### src/rtl/pwm_compare_gen.sv
// pwm_compare_gen: compares a free-running upstream count against a
// double-buffered duty value and drives a registered PWM output whose period
// is the counter wrap period (2^W cycles). An enable FSM starts and stops the
// waveform only on wrap boundaries (cnt_in == 0), so every period is complete.
//
// Optional feature: define PWM_COMPARE_IRQ_EN to add a sticky period
// interrupt (irq) with a clear input (irq_clr). Without it irq is tied low
// and irq_clr does not exist.
//
// Handshake: there is no valid/ready pair. cnt_in is assumed valid on every
// posedge, duty_wr is a single-cycle strobe accepted unconditionally, and all
// outputs are registered and valid every cycle after reset.
//
// dbg_state exposes the FSM state for checkers:
// 0 = IDLE, 1 = ARM, 2 = RUN, 3 = DRAIN.

module pwm_compare_gen #(
    parameter int W = 4
) (
    input  logic         clk,
    input  logic         rstn,
    input  logic         en,
    input  logic [W-1:0] cnt_in,
    input  logic         duty_wr,
    input  logic [W-1:0] duty_in,
`ifdef PWM_COMPARE_IRQ_EN
    input  logic         irq_clr,
`endif
    output logic         pwm,
    output logic         busy,
    output logic         period_tick,
    output logic [W-1:0] duty_active,
    output logic         irq,
    output logic [1:0]   dbg_state
);

    typedef enum logic [1:0] {
        IDLE  = 2'd0,
        ARM   = 2'd1,
        RUN   = 2'd2,
        DRAIN = 2'd3
    } state_t;

    state_t       state_q, state_d;
    logic         pwm_q, pwm_d;
    logic         busy_q, busy_d;
    logic         tick_q, tick_d;
    logic [W-1:0] duty_active_q, duty_active_d;
    logic [W-1:0] duty_shadow_q;
    logic         wrap;

    // A sampled zero count is a wrap, including repeated zeros while the
    // upstream counter is held in reset.
    assign wrap = (cnt_in == '0);

    // Shadow register: accepts writes in any state; the active copy only
    // picks it up on a wrap, so a write on the wrap edge lands one period later.
    always_ff @(posedge clk) begin
        if (!rstn) begin
            duty_shadow_q <= '0;
        end else if (duty_wr) begin
            duty_shadow_q <= duty_in;
        end
    end

    // Next-state, next-pwm and duty reload decisions.
    always_comb begin
        state_d       = state_q;
        pwm_d         = 1'b0;
        duty_active_d = duty_active_q;
        tick_d        = 1'b0;

        case (state_q)
            IDLE: begin
                if (en) begin
                    state_d = ARM;
                end
            end

            ARM: begin
                if (!en) begin
                    state_d = IDLE;
                end else if (wrap) begin
                    // First period starts on the wrap edge itself; no tick here.
                    state_d       = RUN;
                    duty_active_d = duty_shadow_q;
                    pwm_d         = (duty_shadow_q != '0);
                end
            end

            RUN: begin
                tick_d = wrap;
                if (wrap) begin
                    duty_active_d = duty_shadow_q;
                    pwm_d         = (duty_shadow_q != '0);
                end else begin
                    pwm_d = (cnt_in < duty_active_q);
                end
                if (!en) begin
                    state_d = DRAIN;
                end
            end

            DRAIN: begin
                tick_d = wrap;
                if (wrap) begin
                    duty_active_d = duty_shadow_q;
                    pwm_d         = (duty_shadow_q != '0);
                end else begin
                    pwm_d = (cnt_in < duty_active_q);
                end
                if (en) begin
                    state_d = RUN;
                end else if (wrap) begin
                    // Last period has finished; hold the line low from here.
                    state_d = IDLE;
                    pwm_d   = 1'b0;
                end
            end

            default: begin
                state_d = IDLE;
            end
        endcase

        busy_d = (state_d != IDLE);
    end

    // State and registered outputs; synchronous active-low reset wins.
    always_ff @(posedge clk) begin
        if (!rstn) begin
            state_q       <= IDLE;
            pwm_q         <= 1'b0;
            busy_q        <= 1'b0;
            tick_q        <= 1'b0;
            duty_active_q <= '0;
        end else begin
            state_q       <= state_d;
            pwm_q         <= pwm_d;
            busy_q        <= busy_d;
            tick_q        <= tick_d;
            duty_active_q <= duty_active_d;
        end
    end

`ifdef PWM_COMPARE_IRQ_EN
    logic irq_q, irq_d;

    // Sticky interrupt: a new period boundary beats a simultaneous clear.
    always_comb begin
        irq_d = irq_q;
        if (tick_d) begin
            irq_d = 1'b1;
        end else if (irq_clr) begin
            irq_d = 1'b0;
        end
    end

    // Interrupt register.
    always_ff @(posedge clk) begin
        if (!rstn) begin
            irq_q <= 1'b0;
        end else begin
            irq_q <= irq_d;
        end
    end

    assign irq = irq_q;
`else
    assign irq = 1'b0;
`endif

    assign pwm         = pwm_q;
    assign busy        = busy_q;
    assign period_tick = tick_q;
    assign duty_active = duty_active_q;
    assign dbg_state   = state_q;

endmodule

### config.mk
export PLATFORM = sky130hd
export DESIGN_NAME = pwm_compare_gen
export DESIGN_NICKNAME = d
export VERILOG_FILES = /design/src/rtl/pwm_compare_gen.sv
export SDC_FILE = /design/constraint.sdc
export NUM_CORES = 1
export LEC_CHECK = 0
export CAP_MARGIN = 30
export CORE_MARGIN = 4
export CORE_UTILIZATION = 28
export CTS_BUF_LIST = sky130_fd_sc_hd__clkbuf_4
export CTS_CLUSTER_SIZE = 10
export DETAILED_ROUTE_END_ITERATION = 12
export PLACE_DENSITY = 0.57
export SLEW_MARGIN = 20
export SYNTH_ARGS = -nofsm -noshare
export SYNTH_HDL_FRONTEND = slang
export SYNTH_SLANG_ARGS = --single-unit
### constraint.sdc
create_clock -name clk -period 1.7 [get_ports clk]
set_input_delay 0.17 -clock clk [delete_from_list [all_inputs] [get_ports clk]]
set_output_delay 0.17 -clock clk [all_outputs]
set_load 0.03 [all_outputs]
* Word-level counts from Yosys, hierarchy flattened
Cells that the tools add are included.
** Storage, ports and cells
- Word-level logic and storage cells :: 35
- Output and inout port bits :: 10
- Flip-flop bits (word level) :: 13
- Bits of input ports :: 12
** Operators by class
- Reductions and logical operators :: 8
- Mux-type cells :: 16
- Order comparisons :: 1
- Equality and inequality tests :: 4
** Operators with widths (number)
- $mux W2 :: 6
- $mux W4 :: 2
- $pmux W2 S4 :: 1
- $pmux W4 S2 :: 1
- $mux W1 :: 5
- $eq A2 B2 Y1 const B :: 2
- $logic_not A4 Y1 :: 1
- $lt A4 B4 Y1 :: 1
- $reduce_and A2 Y1 :: 2
- $reduce_bool A2 Y1 :: 2
- $reduce_bool A4 Y1 :: 1
- $pmux W1 S3 :: 1
- $eq A2 B1 Y1 const B :: 1
- $logic_not A2 Y1 :: 1
- $ne A2 B2 Y1 const B :: 1
- $reduce_or A2 Y1 :: 1

* Depth between registers and ports, before layout
Gate-level depths: netlist (run 1).
- Word-level depth :: 5
- Depth in mapped cells :: 5
- Gate-level depth less buffers :: 5

* Worst setup path after synthesis (run 1)
Ideal clock, no wire load.
- Path type :: reg2reg
- Start :: register duty_active_q[2], in the netlist duty_active[2]
- End :: register pwm_q, in the netlist pwm
- Setup time :: 0.101 ns
- Data arrival time :: 1.270 ns
- Setup slack :: 0.329 ns
- Clock period less this slack :: 1.371 ns
- Required time :: 1.599 ns
- Cell stages (with the launch flop) :: 6
- Buffers on the path :: 0
- Cell sequence :: dfxtp_1 -> inv_1 -> ha_1 -> o21ai_0 -> a21oi_1 -> o41ai_1
** On the way
- Longest elaborated chain between the ends :: 5
** Ends and longest elaborated chain
- start: declaration :: line 48 : logic [W-1:0] duty_active_q, duty_active_d;
- start signal: assignment :: line 142 : duty_active_q <= duty_active_d;
- $lt A4 B4 Y1 * :: line 97, 110
- $mux W1 * :: line 93, 106
- $mux W1 :: line 114 : end else if (wrap) begin
- $mux W1 :: line 112 : if (en) begin
- $pmux W1 S3 * :: line 73 : case (state_q)
- end signal: assignment :: line 139 : pwm_q <= pwm_d;
- end: declaration :: line 45 : logic pwm_q, pwm_d;
Every way passes the cells marked *; elsewhere a longest branch is shown, timed or not.
A chain may end at the register's enable or synchronous reset.

* Final worst setup path (run 1)
- Start :: register state_q[0], in the netlist dbg_state[0]
- End :: output port dbg_state[0]
** RTL lines
- start: declaration :: line 44 : state_t state_q, state_d;
- start signal: assignment :: line 138 : state_q <= state_d;
- end: declaration :: line 34 : output logic [1:0] dbg_state
No word-level cell between the ends.

==> flow_summary.yaml, run 1 <==
outcome:
  outcome: "complete, no violations"
finish:
  areaGrowthSynthToFinish_pct: 44.1
  fin_nets: 103
  drive_gt1_frac: 0.103
  final_common_cell: "clkdlybuf4s50_1"
  antennaDiodeCount: 0
  stdcell_area_um2: 880
  final_cell_mix: "20 x clkdlybuf4s50_1, 13 x dfxtp_1, 10 x nor2b_1, 9 x mux2i_1"
clock_tree:
  cts.htree.levels: 1
  clock_latency_ns: 0.27
  post_cts_buffers: 0
  cts.sinks: 13
  clk_pin_slew_ns: 0.08
  root_buffer: "clkbuf_4"
  cts_resized: 0
  numCtsBuffers: 3
  holdBufCountCts: 0
  cts_max_path_buffers: 2
  cts_tree: "done"
worst_hold_path:
  min_to: "duty_shadow_q[2]"
  min_path_type: "input port to register"
  worstHoldStart: "duty_in[2]"
  min_path_cells: 3
detailed_routing:
  drc: 0
  avgViaCountPerCell: 4.31
  wl_um: 1180
  wl_met2_um: 520
  first_iter_violations: 7
  vias: 491
  wl_per_cell_um: 10.3
  dr_wl_met3_um: 111
  drt-met1-wl_um: 530
  ant_nets: 0
  dr.max_layer_used: "met4"
  dr.pass1.iters: 3
timing:
  finClkSkew_ns: 0.00517
  hold_violations: 0
  post-route-period-util: 0.913
  min_period_ns: 1.55
  rsz0062_at_grt: "no"
  setup_viol: 0
  setup_tns_ns: 0
  maxSlewViolCount: 0
  fmax_ghz: 0.644
critical_path:
  crit_path_max_fanout: 5
  worstPathArrival_ns: 1.38
  reg2regPathDepth: 5
  cp_slowest_stage_delay_ns: 0.70
  reg2reg_to: "pwm"
  crit_type: "register to output pin"
  slowest_stage: "clkdlybuf4s50_1"
  reg2reg_slack_ns: 0.40
  start_kind: "register"
  cp-end-kind: "output pin"
  timing.rr.start: "duty_active[2]"
  crit_buf_inv: 1
  path_cells: "clkdlybuf4s50_1"
  worst_ep_required_time_ns: 1.53
  cp_top_family: "buffers and inverters"
global_route:
  antenna_found_initial: 0
  grt_pass1_vias: 428
  overflow: 0
  grt_pass1_wl_um: 1900
  grt_usage: 0.0912
  grt_max_degree: 12
placement:
  place_area_um2: 852
  gp_congestion: 0.704
  io_buffers: 20
  dpl.hpwl_um: 957
synth:
  synth.distinct_cells: 19
  netlist_instances: 63
  postSynthAreaPerCell_um2: 9.69
  ys_seq_area_frac: 0.426
  syn-cell-area_um2: 611
  ys_warn_count: 0
  syn_nets: 78
  synth-seq-cells: 13
power:
  clockPowerShare: 0.312
  p_per_area_mw_per_mm2: 667
  p_seq_frac: 0.545
  finalPower_w: 0.000587
  p_comb_frac: 0.143
  swShare: 0.236
  ir_worst_vdd_v: 0.000513
  p_leak_nw: 0.326
  p_sw_w: 0.000139
  intPower_w: 0.000448
die:
  core_area_mm2: 0.00202
  die-area_mm2: 0.00299
  die_y_um: 54.7
  row_count: 16
  io_pins: 22
  start_util: 0.302
  die_w_um: 54.7
job:
  max-cap-violations: 0
-- sequential cells by signal, indices dropped and copies added, names as in the netlist --
signal,flops
duty_shadow_q,4
dbg_state,2
period_tick,1
duty_active,4
pwm,1
busy,1
-- how the worst max path moves through the flow --
stage / start / end / slack (ns) / cells after the start
floorplan: duty_active[2] / pwm / 0.33 / 5
global placement: cnt_in[2] / duty_active[2] / 0.09 / 6
detailed placement: cnt_in[2] / duty_active[3] / 0.08 / 6
CTS: dbg_state[0] / dbg_state[0] / 0.13 / 1
global route: dbg_state[0] / dbg_state[0] / 0.08 / 1
finish: dbg_state[0] / dbg_state[0] / 0.15 / 1
-- synth_stat cells --
master    count  share of area
a21oi_1       3          0.025
nand2_1       3          0.018
buf_4         2          0.025
and3_1        2          0.020
a21boi_0      1          0.012
xor2_1        1          0.014
ha_1          3          0.061
conb_1        1         0.0061
clkbuf_1      2          0.012
nor2b_1      10           0.10
nor4_4        1          0.035
o41ai_1       1          0.014
inv_1         4          0.025
o21ai_0       2          0.016
nand3_1       2          0.016
mux2i_1       9           0.15
nor2_1        2          0.012
dfxtp_1      13           0.43
nor4_1        1          0.010
-- metrics by stage --
step                hold WS [ns]   util  setup slack [ns]  instances
floorplan                  0.309      -             0.329         63
global placement           0.533  0.421            0.0913        110
detailed placement         0.534  0.421            0.0809        110
CTS                        0.504  0.435             0.130        114
global route               0.504  0.435            0.0817        114
finish                     0.513  0.435             0.148        114
-- power by group through the flow --
stage	Clock (W)	Combinational, W	Sequential (W)
global route	0.000207	0.0000922	0.000321
CTS	0.000195	0.0000849	0.000320
global placement	0	0.0000841	0.000327
detailed placement	0	0.0000845	0.000327
finish	0.000183	0.0000837	0.000320
floorplan	0	0.0000354	0.000332
-- cells by family (layout without fill, tap and decap cells) --
| group | count (synthesis) | in the layout | share of synthesized area |
|---|---|---|---|
| AOI/OAI and AO/OA | 7 | 7 | 0.0676 |
| xor gates and xnor gates | 1 | 1 | 0.0143 |
| adders and majority gates | 3 | 3 | 0.0615 |
| buffers and inverters | 8 | 32 | 0.0615 |
| DFF | 13 | 13 | 0.426 |
| muxes | 9 | 9 | 0.148 |
| other | 1 | 1 | 0.00614 |
| and+or+nand+nor | 21 | 21 | 0.215 |
-- layout make-up --
| cell class | instances | area (µm²) |
|---|---|---|
| clock buffer | 3 | 22.5 |
| clock inverter | 1 | 5.00 |
| fill | 210 | 1140 |
| inverter | 4 | 15.0 |
| multi-input combinational | 42 | 313 |
| sequential | 13 | 260 |
| tap | 27 | 33.8 |
| timing repair buffer | 24 | 230 |
-- layer usage --
layer,up-vias,GRT usage
met4,0,0.0249
met5,-,0
met3,2,0.0490
li1,259,-
met2,16,0.134
met1,214,0.114
Note: power is estimated with default switching activity, not from simulation.
==> run 2: changes to the inputs <==
Settings changed: SLEW_MARGIN 20 to unset.
==> results of run 2 <==
No change in the layout: final DEF, timing and power equal those of run 1.
